`config.mk`:
```
export PLATFORM = sky130hd
export DESIGN_NAME = fp_addsub_pipe
export DESIGN_NICKNAME = d
export VERILOG_FILES = /design/src/rtl/fp_addsub_pipe_pkg.sv /design/src/rtl/fp_addsub_pipe_lzc.sv /design/src/rtl/fp_addsub_pipe.sv
export SDC_FILE = /design/constraint.sdc
export NUM_CORES = 1
export LEC_CHECK = 0
export CAP_MARGIN = 20
export CORE_ASPECT_RATIO = 0.5
export CORE_MARGIN = 5
export CORE_UTILIZATION = 26
export DETAILED_ROUTE_END_ITERATION = 8
export PLACE_DENSITY = 0.51
export SYNTH_ARGS = -nofsm -noshare
export SYNTH_HDL_FRONTEND = slang
export SYNTH_SLANG_ARGS = --single-unit
```
`constraint.sdc`:
```
create_clock -name clk_n -period 4.4 [get_ports clk_n]
set_input_delay 0.66 -clock clk_n [delete_from_list [all_inputs] [get_ports clk_n]]
set_output_delay 0.66 -clock clk_n [all_outputs]
set_load 0.01 [all_outputs]
```
`src/rtl/fp_addsub_pipe_pkg.sv`:
```
// ============================================================================
// Module : fp_pkg
// Brief  : Shared widths, operand classes and encoding helpers for fp_addsub_pipe.
// Rev    : 1.0
// ============================================================================
`default_nettype none

package fp_pkg;

  localparam int EXP_W = 8;
  localparam int MAN_W = 23;

  typedef enum logic [1:0] {FP_ZERO, FP_NORM, FP_INF, FP_NAN} fp_class_e;

  // Decision taken in S1 that overrides the datapath value at pack time
  typedef enum logic [1:0] {BP_NONE, BP_NAN, BP_INF, BP_ZERO} fp_bypass_e;

  function automatic int bias(input int exp_w);
    return (1 << (exp_w - 1)) - 1;
  endfunction

  function automatic int exp_all_ones(input int exp_w);
    return (1 << exp_w) - 1;
  endfunction

  function automatic logic [63:0] qnan(input int exp_w, input int man_w);
    logic [63:0] v;
    v = 64'(exp_all_ones(exp_w)) << man_w;
    v[man_w-1] = 1'b1;
    return v;
  endfunction

endpackage

`default_nettype wire

```
`src/rtl/fp_addsub_pipe_lzc.sv`:
```
// ============================================================================
// Module : fp_lzc
// Brief  : Combinational leading-zero counter; all-zero input returns WIDTH.
// Rev    : 1.0
// ============================================================================
`default_nettype none

module fp_lzc #(
  parameter  int WIDTH = 8,
  localparam int CW    = $clog2(WIDTH + 1)
) (
  input  logic [WIDTH-1:0] i_data,
  output logic [CW-1:0]    o_count
);

  // Highest set bit wins because it is visited last
  always_comb begin
    o_count = CW'(WIDTH);
    for (int i = 0; i < WIDTH; i++) begin
      if (i_data[i]) o_count = CW'(WIDTH - 1 - i);
    end
  end

endmodule

`default_nettype wire

```
`src/rtl/fp_addsub_pipe.sv`:
```
// ============================================================================
// Module : fp_addsub_pipe
// Brief  : Five-stage parametrised floating-point add/sub, RNE, valid/ready.
// Rev    : 1.0
// ============================================================================
`default_nettype none

module fp_addsub_pipe #(
  parameter  int EXP_W = fp_pkg::EXP_W,
  parameter  int MAN_W = fp_pkg::MAN_W,
  localparam int W     = EXP_W + MAN_W + 1
) (
  input  logic         clk_n,
  input  logic         rst_n,
  input  logic         in_valid,
  output logic         in_ready,
  input  logic         op_sub,
  input  logic [W-1:0] a,
  input  logic [W-1:0] b,
  output logic         out_valid,
  input  logic         out_ready,
  output logic [W-1:0] result,
  output logic         flag_invalid,
  output logic         flag_overflow,
  output logic         flag_zero
);

  import fp_pkg::*;

  localparam int PW  = MAN_W + 4;
  localparam int LZW = $clog2(PW + 1);
  localparam int EW  = ((EXP_W > LZW) ? EXP_W : LZW) + 2;

  localparam logic [EXP_W-1:0] c_exp_ones = '1;
  localparam logic [EW-1:0]    c_exp_max  = EW'(exp_all_ones(EXP_W));
  localparam logic [63:0]      c_qnan64   = qnan(EXP_W, MAN_W);

  function automatic fp_class_e f_class(input logic [EXP_W-1:0] e, input logic [MAN_W-1:0] m);
    if (e == '0) return FP_ZERO;
    if (e == '1) return (m == '0) ? FP_INF : FP_NAN;
    return FP_NORM;
  endfunction

  logic w_en;
  assign w_en     = ~(out_valid & ~out_ready);
  assign in_ready = w_en;

  // ---------------- S1: unpack, flush, classify, swap
  logic             w_sa, w_sb;
  logic [EXP_W-1:0] w_ea, w_eb;
  logic [MAN_W-1:0] w_ma, w_mb;
  fp_class_e        w_ca, w_cb;
  logic             w_a_big;
  fp_bypass_e       w_bp;
  logic             w_bp_sign;

  assign w_sa    = a[W-1];
  assign w_sb    = b[W-1] ^ op_sub;
  assign w_ea    = a[W-2:MAN_W];
  assign w_eb    = b[W-2:MAN_W];
  assign w_ma    = (w_ea == '0) ? '0 : a[MAN_W-1:0];
  assign w_mb    = (w_eb == '0) ? '0 : b[MAN_W-1:0];
  assign w_ca    = f_class(w_ea, w_ma);
  assign w_cb    = f_class(w_eb, w_mb);
  assign w_a_big = ({w_ea, w_ma} >= {w_eb, w_mb});

  always_comb begin
    w_bp      = BP_NONE;
    w_bp_sign = 1'b0;
    if (w_ca == FP_NAN || w_cb == FP_NAN) begin
      w_bp = BP_NAN;
    end else if (w_ca == FP_INF && w_cb == FP_INF) begin
      if (w_sa != w_sb) begin
        w_bp = BP_NAN;
      end else begin
        w_bp      = BP_INF;
        w_bp_sign = w_sa;
      end
    end else if (w_ca == FP_INF) begin
      w_bp      = BP_INF;
      w_bp_sign = w_sa;
    end else if (w_cb == FP_INF) begin
      w_bp      = BP_INF;
      w_bp_sign = w_sb;
    end else if (w_ca == FP_ZERO && w_cb == FP_ZERO) begin
      w_bp      = BP_ZERO;
      w_bp_sign = w_sa & w_sb;
    end
  end

  logic             r_s1_valid, r_s1_sign, r_s1_eff_sub, r_s1_bp_sign;
  logic [EXP_W-1:0] r_s1_exp, r_s1_diff;
  logic [MAN_W:0]   r_s1_big, r_s1_small;
  fp_bypass_e       r_s1_bp;

  always_ff @(negedge clk_n or negedge rst_n) begin
    if (!rst_n) begin
      r_s1_valid   <= 1'b0;
      r_s1_sign    <= 1'b0;
      r_s1_eff_sub <= 1'b0;
      r_s1_bp_sign <= 1'b0;
      r_s1_exp     <= '0;
      r_s1_diff    <= '0;
      r_s1_big     <= '0;
      r_s1_small   <= '0;
      r_s1_bp      <= BP_NONE;
    end else if (w_en) begin
      r_s1_valid   <= in_valid;
      r_s1_sign    <= w_a_big ? w_sa : w_sb;
      r_s1_eff_sub <= w_sa ^ w_sb;
      r_s1_bp_sign <= w_bp_sign;
      r_s1_exp     <= w_a_big ? w_ea : w_eb;
      r_s1_diff    <= w_a_big ? (w_ea - w_eb) : (w_eb - w_ea);
      r_s1_big     <= w_a_big ? {w_ea != '0, w_ma} : {w_eb != '0, w_mb};
      r_s1_small   <= w_a_big ? {w_eb != '0, w_mb} : {w_ea != '0, w_ma};
      r_s1_bp      <= w_bp;
    end
  end

  // ---------------- S2: align small operand with guard/round/sticky
  logic [PW-1:0] w_small_ext, w_shifted, w_lost_mask, w_aligned;
  logic          w_lost;

  assign w_small_ext = {r_s1_small, 3'b000};
  assign w_shifted   = w_small_ext >> r_s1_diff;
  assign w_lost_mask = ~({PW{1'b1}} << r_s1_diff);
  assign w_lost      = |(w_small_ext & w_lost_mask);
  assign w_aligned   = {w_shifted[PW-1:1], w_shifted[0] | w_lost};

  logic             r_s2_valid, r_s2_sign, r_s2_eff_sub, r_s2_bp_sign;
  logic [EXP_W-1:0] r_s2_exp;
  logic [PW-1:0]    r_s2_big, r_s2_small;
  fp_bypass_e       r_s2_bp;

  always_ff @(negedge clk_n or negedge rst_n) begin
    if (!rst_n) begin
      r_s2_valid   <= 1'b0;
      r_s2_sign    <= 1'b0;
      r_s2_eff_sub <= 1'b0;
      r_s2_bp_sign <= 1'b0;
      r_s2_exp     <= '0;
      r_s2_big     <= '0;
      r_s2_small   <= '0;
      r_s2_bp      <= BP_NONE;
    end else if (w_en) begin
      r_s2_valid   <= r_s1_valid;
      r_s2_sign    <= r_s1_sign;
      r_s2_eff_sub <= r_s1_eff_sub;
      r_s2_bp_sign <= r_s1_bp_sign;
      r_s2_exp     <= r_s1_exp;
      r_s2_big     <= {r_s1_big, 3'b000};
      r_s2_small   <= w_aligned;
      r_s2_bp      <= r_s1_bp;
    end
  end

  // ---------------- S3: magnitude add / subtract (big >= small)
  logic [PW:0] w_sum;
  assign w_sum = r_s2_eff_sub ? ({1'b0, r_s2_big} - {1'b0, r_s2_small})
                              : ({1'b0, r_s2_big} + {1'b0, r_s2_small});

  logic             r_s3_valid, r_s3_sign, r_s3_bp_sign;
  logic [EXP_W-1:0] r_s3_exp;
  logic [PW:0]      r_s3_sum;
  fp_bypass_e       r_s3_bp;

  always_ff @(negedge clk_n or negedge rst_n) begin
    if (!rst_n) begin
      r_s3_valid   <= 1'b0;
      r_s3_sign    <= 1'b0;
      r_s3_bp_sign <= 1'b0;
      r_s3_exp     <= '0;
      r_s3_sum     <= '0;
      r_s3_bp      <= BP_NONE;
    end else if (w_en) begin
      r_s3_valid   <= r_s2_valid;
      r_s3_sign    <= r_s2_sign;
      r_s3_bp_sign <= r_s2_bp_sign;
      r_s3_exp     <= r_s2_exp;
      r_s3_sum     <= w_sum;
      r_s3_bp      <= r_s2_bp;
    end
  end

  // ---------------- S4: normalise
  logic [LZW-1:0] w_lz;
  logic [PW-1:0]  w_norm;
  logic [EW-1:0]  w_exp4, w_exp_base;

  fp_lzc #(.WIDTH(PW)) u_lzc (
    .i_data  (r_s3_sum[PW-1:0]),
    .o_count (w_lz)
  );

  assign w_exp_base = {{(EW-EXP_W){1'b0}}, r_s3_exp};
  assign w_norm     = r_s3_sum[PW] ? {r_s3_sum[PW:2], r_s3_sum[1] | r_s3_sum[0]}
                                   : (r_s3_sum[PW-1:0] << w_lz);
  assign w_exp4     = r_s3_sum[PW] ? (w_exp_base + EW'(1))
                                   : (w_exp_base - {{(EW-LZW){1'b0}}, w_lz});

  logic             r_s4_valid, r_s4_sign, r_s4_bp_sign, r_s4_zero;
  logic [EW-1:0]    r_s4_exp;
  logic [PW-1:0]    r_s4_norm;
  fp_bypass_e       r_s4_bp;

  always_ff @(negedge clk_n or negedge rst_n) begin
    if (!rst_n) begin
      r_s4_valid   <= 1'b0;
      r_s4_sign    <= 1'b0;
      r_s4_bp_sign <= 1'b0;
      r_s4_zero    <= 1'b0;
      r_s4_exp     <= '0;
      r_s4_norm    <= '0;
      r_s4_bp      <= BP_NONE;
    end else if (w_en) begin
      r_s4_valid   <= r_s3_valid;
      r_s4_sign    <= r_s3_sign;
      r_s4_bp_sign <= r_s3_bp_sign;
      r_s4_zero    <= (r_s3_sum == '0);
      r_s4_exp     <= w_exp4;
      r_s4_norm    <= w_norm;
      r_s4_bp      <= r_s3_bp;
    end
  end

  // ---------------- S5: round to nearest even, pack, apply bypass
  logic [MAN_W:0]   w_mant;
  logic [MAN_W+1:0] w_mant_r;
  logic             w_up, w_rcarry;
  logic [EW-1:0]    w_exp_r;
  logic [MAN_W-1:0] w_man_out;

  assign w_mant    = r_s4_norm[PW-1:3];
  assign w_up      = r_s4_norm[2] & (r_s4_norm[1] | r_s4_norm[0] | w_mant[0]);
  assign w_mant_r  = {1'b0, w_mant} + {{(MAN_W+1){1'b0}}, w_up};
  assign w_rcarry  = w_mant_r[MAN_W+1];
  assign w_exp_r   = r_s4_exp + {{(EW-1){1'b0}}, w_rcarry};
  assign w_man_out = w_rcarry ? w_mant_r[MAN_W:1] : w_mant_r[MAN_W-1:0];

  logic [W-1:0] w_res;
  logic         w_inv, w_ovf, w_zero;

  always_comb begin
    w_res  = {r_s4_sign, w_exp_r[EXP_W-1:0], w_man_out};
    w_inv  = 1'b0;
    w_ovf  = 1'b0;
    w_zero = 1'b0;
    case (r_s4_bp)
      BP_NAN: begin
        w_res = c_qnan64[W-1:0];
        w_inv = 1'b1;
      end
      BP_INF:  w_res = {r_s4_bp_sign, c_exp_ones, {MAN_W{1'b0}}};
      BP_ZERO: begin
        w_res  = {r_s4_bp_sign, {(W-1){1'b0}}};
        w_zero = 1'b1;
      end
      default: begin
        if (r_s4_zero) begin
          w_res  = '0;
          w_zero = 1'b1;
        end else if (r_s4_exp[EW-1] || r_s4_exp == '0) begin
          w_res  = {r_s4_sign, {(W-1){1'b0}}};
          w_zero = 1'b1;
        end else if (w_exp_r >= c_exp_max) begin
          w_res = {r_s4_sign, c_exp_ones, {MAN_W{1'b0}}};
          w_ovf = 1'b1;
        end
      end
    endcase
  end

  always_ff @(negedge clk_n or negedge rst_n) begin
    if (!rst_n) begin
      out_valid     <= 1'b0;
      result        <= '0;
      flag_invalid  <= 1'b0;
      flag_overflow <= 1'b0;
      flag_zero     <= 1'b0;
    end else if (w_en) begin
      out_valid     <= r_s4_valid;
      result        <= w_res;
      flag_invalid  <= w_inv;
      flag_overflow <= w_ovf;
      flag_zero     <= w_zero;
    end
  end

endmodule

`default_nettype wire

```
* After elaboration in Yosys (flattened, before gate mapping)
Cells that the tools add are included.
Word-level totals: bits in registers 255
Cells by class: reduce and logical (&&, ||, !) cells 17, add/subtract/negate cells 8, equality and inequality tests 10, magnitude comparators 2, bitwise logic cells 13, muxes and demuxes 78, shifts and indexed selects 3
Operators with widths (count):
- one-hot mux 32 bit (3 select lines) | 1
- 2-to-1 mux 5 bit | 16
- 2-to-1 mux 23 bit | 3
- 2-to-1 mux 31 bit | 2
- 2-to-1 mux 24 bit | 2
- logical NOT 23 bit | 2
- 2-to-1 mux 2 bit | 16
- 2-to-1 mux 32 bit | 1
- 2-to-1 mux 4 bit | 8
- greater-or-equal comparator 31 bit | 1
- adder 27 x 27 -> 28 bit | 1
- logical NOT 28 bit | 1
- 2-to-1 mux 28 bit | 1
- subtractor 27 x 27 -> 28 bit | 1
- bitwise AND 27 bit | 1
- 2-to-1 mux 27 bit | 1
- inverter 27 bit | 1
- OR reduction 27 bit | 1
- << shifter 27 x 5 -> 27 bit | 1
- << shifter 27 x 8 -> 27 bit (first input constant) | 1
- right shift 27 x 8 -> 27 bit | 1
- adder 24 x 1 -> 25 bit | 1
- 2-to-1 mux 1 bit | 23
- equality test 8 bit (second input constant) | 2
- 23 further kinds | 42

* Logic depth before layout (Yosys ltp)
depth after elaboration 29, gate-level depth with buffers 18

* Modules after synthesis
From an unflattened synthesis, not the netlist that was laid out.
Unflattened totals: cells, all modules 2300, area, all modules 18220.0 um2
By module, submodules not included:
- fp_addsub_pipe | area an instance 17942.2 um2, sequential area each 6381.1 um2, cells each 2249, instances 1
- fp_lzc | area an instance 277.8 um2, sequential area each 0.0 um2, cells each 51, instances 1

==> results_dict.tcl <==
set metrics [dict create \
    wl_met2_um 28600 \
    gp_congestion 0.874 \
    synth_cells 2316 \
    p_int_w 0.00823 \
    synth_adder_area_share 0.0739 \
    core_area_um2 69400 \
    grt_start_max_net_pins 100 \
    violations "negative setup slack" \
    clockPowerShare 0.162 \
    grt_pass1_wl_um 97700 \
    crit_buf_inv 2 \
    power.leakage_nw 10.4 \
    clk_latency_ps 570 \
    routed.top_layer "met4" \
    ys_ff_latch 255 \
    synth_flop_cell "dfrtn_1" \
    dp_cells 3417 \
    placed_cell_area_um2 21800 \
    ys_seq_area_frac 0.347 \
    p_comb_frac 0.536 \
    post_route_cells_drive_above_1_share 0.186 \
    cts.sinks 255 \
    initial_core_util 0.265 \
    synth_fp_nets 2491 \
    critPathCaptureType "register" \
    crit_slowest_cell "or3_4" \
    hold_violations 0 \
    critPathKind "in -> reg" \
    ir_drop_uv 331 \
    drc 0 \
    routed_wl_um 62200 \
    grtUsageTotal 0.158 \
    syn-cell-area_um2 18400 \
    cts-root-buf "clkbuf_16" \
    worst_slew_pin_slew_ps 862 \
    drtPass1Iterations 5 \
    slew_viol_final 0 \
    synth_top_family_by_area "compound AO/OA/AOI/OAI gates" \
    portBuffers 105 \
    dp_slack_ps -2240 \
    muxShareOfSynthArea 0.0545 \
    switchingPower_w 0.00702 \
    area_growth_pct 29.7 \
    io_pins 106 \
    status "finished with violations" \
    finalSetupViolations 67 \
    max_stage_delay_ps 410 \
    numCtsBuffers 28 \
    worstHoldPathType "reg -> reg" \
    cp_cell_sequence "buf_6 > nor4_4 > nand2_4 > buf_12 > and2_4 > ha_4 > nand4_1 > nor4_4 > a2111oi_4 > a211o_2 > nand2_4 > mux2_4 > or3_4 > xnor2_2 > a21oi_1" \
    final_cell_mix "397 x nand2_1, 255 x dfrtn_1, 218 x nor2_1, 188 x buf_4, 167 x o21ai_0" \
    dr_total_vias 17340 \
    routed-wl-met3_um 2680 \
    postCtsHoldBufs 0 \
    finalNetCount 2706 \
    skew_ps 25.7 \
    p_total_w 0.0152 \
    clkSlewWorstSetupHoldPaths_ps 40 \
    die_area_um2 76400 \
    rsz0062_at_grt "yes" \
    async_reset_ff_frac 1.00 \
    power.density_nw_per_um2 640 \
    worstSetupStartpointType "input port" \
    synth_compound_area_frac 0.229 \
    grt_pass1_vias 16921 \
    diodes 0 \
    nFillCells 7326 \
    worstPathArrival_ps 3890 \
    antenna_found_initial 0 \
    critPathMaxFanout 7 \
    rows 68 \
    grt_overflow 0 \
    synthSimpleGateAreaFrac 0.211 \
    syn_avg_cell_area_um2 7.93 \
    final_area_um2 23800 \
    netSwitchingFraction 0.460 \
    dieHeight_um 198 \
    maxCapViolCount 0 \
    cts_buffer_depth 3 \
    slew_headroom 0.423 \
    ctsHtreeMaxLevel 1 \
    drtIter0Drc 1455 \
    layout_commonest_cell "nand2_1" \
    crit_family "simple AND/OR/NAND/NOR gates" \
    utilization 0.343 \
    critPathRequiredTime_ps 2590 \
    cts_tree "built" \
    met1_length_um 30000 \
    synth.distinct_cells 96 \
    viasPerCell 4.96 \
    synth_warnings 0 \
    die_x_um 386 \
    dp_hpwl_um 46600 \
    final_cells 3496 \
    drt.antenna.violating_nets 0 \
    wire_per_inst_um 17.8 \
    synth_edf_count 0 \
    p_seq_frac 0.303 \
    fin_ws_ps -1310 \
    synth_xor_area_frac 0.0291 \
]
-- per-layer routing --
layer | vias up | global-route usage
met1 | 8262 | 0.228
met5 | - | 0
met2 | 379 | 0.258
met3 | 69 | 0.0205
li1 | 8630 | -
met4 | 0 | 0.0273
-- logic make-up after synthesis --
kind of cell               count (synthesis)
and+or+nand+nor                          870
AOI/OAI and AO/OA                        678
DFF                                      255
buffers and inverters                    250
adders and majority gates                106
muxes                                     96
xor gates and xnor gates                  61
-- power by group through the flow --
stage | clock [W] | combinational [W] | sequential, W
after CTS | 0.00253 | 0.00814 | 0.00461
after detailed placement | 0 | 0.00795 | 0.00465
after global placement | 0 | 0.00792 | 0.00464
after global routing | 0.00263 | 0.00906 | 0.00476
final | 0.00246 | 0.00817 | 0.00462
after floorplan | 0 | 0.00574 | 0.00407
-- flip-flops by register name (all words and copies together), names as in the netlist, 2 cells and up --
| register | cells |
|---|---|
| result | 32 |
| r_s3_sum | 28 |
| r_s2_small | 27 |
| r_s4_norm | 27 |
| r_s1_big | 24 |
| r_s1_small | 24 |
| r_s2_big | 24 |
| r_s4_exp | 10 |
| r_s1_diff | 8 |
| r_s1_exp | 8 |
| r_s2_exp | 8 |
| r_s3_exp | 8 |
| r_s1_bp | 2 |
| r_s2_bp | 2 |
| r_s3_bp | 2 |
| r_s4_bp | 2 |
-- per-stage QoR --
stage | hold slack (ps) | setup TNS, ps
finish | 407 | -69760
global route | 429 | -79460
CTS | 416 | -67550
detailed placement | 415 | -139880
global placement | 407 | -137190
floorplan | 391 | -71710
-- cells in the mapped netlist, types with 27 or more instances --
library cell,instances,area share
a21o_1,27,0.011
mux2i_1,69,0.038
nand3_1,50,0.014
dfrtn_1,255,0.35
o21ai_0,212,0.058
nand2_1,409,0.084
a21oi_1,200,0.055
ha_1,102,0.069
inv_1,97,0.020
xnor2_1,38,0.018
and2_1,28,0.0095
nor3_1,32,0.0087
nor2_1,219,0.045
o211ai_1,30,0.012
clkbuf_1,103,0.021
-- final timing paths --
kind | from | end | slack, ps | depth (start not counted)
setup / recovery | a[26] | r_s1_diff[3]$_DFFE_NN0N_ | -1310 | 15
hold / removal | flag_invalid$_DFFE_NN0N_ | flag_invalid$_DFFE_NN0N_ | 410 | 2
setup reg to reg | r_s4_norm[2]$_DFFE_NN0N_ | result[16]$_DFFE_NN0N_ | 290 | 17
hold reg to reg | flag_invalid$_DFFE_NN0N_ | flag_invalid$_DFFE_NN0N_ | 410 | 2
max in group asynchronous | rst_n | result[21]$_DFFE_NN0N_ | 1630 | 2
min in group asynchronous | rst_n | r_s3_sum[11]$_DFFE_NN0N_ | 2090 | 1
-- tightest hold or removal path: cells and delay by family (launching register included) --
kind	cells	cell delay, ps
flip-flops	1	400
AND/OR/NAND/NOR	2	100
-- what timing repair did --
action	CTS	global route
endpoints found under the setup margin	95	95
pin swaps	54	26
gates cloned	12	0
resized for setup	297	54
setup buffers	15	6
-- final cells by class --
type | count | area (um^2) | share of cell area
clock buffers | 39 | 802 | 0.0337
clock inverters | 11 | 165 | 0.00693
inverters | 103 | 399 | 0.0168
multi-input cells | 1811 | 11800 | 0.494
flip-flops and latches | 255 | 6380 | 0.268
well taps | 945 | 1180 | 0.0496
repair buffers | 331 | 3110 | 0.131
repair inverters | 1 | 6.26 | 0.000263
(Power assumes the default switching activity.)
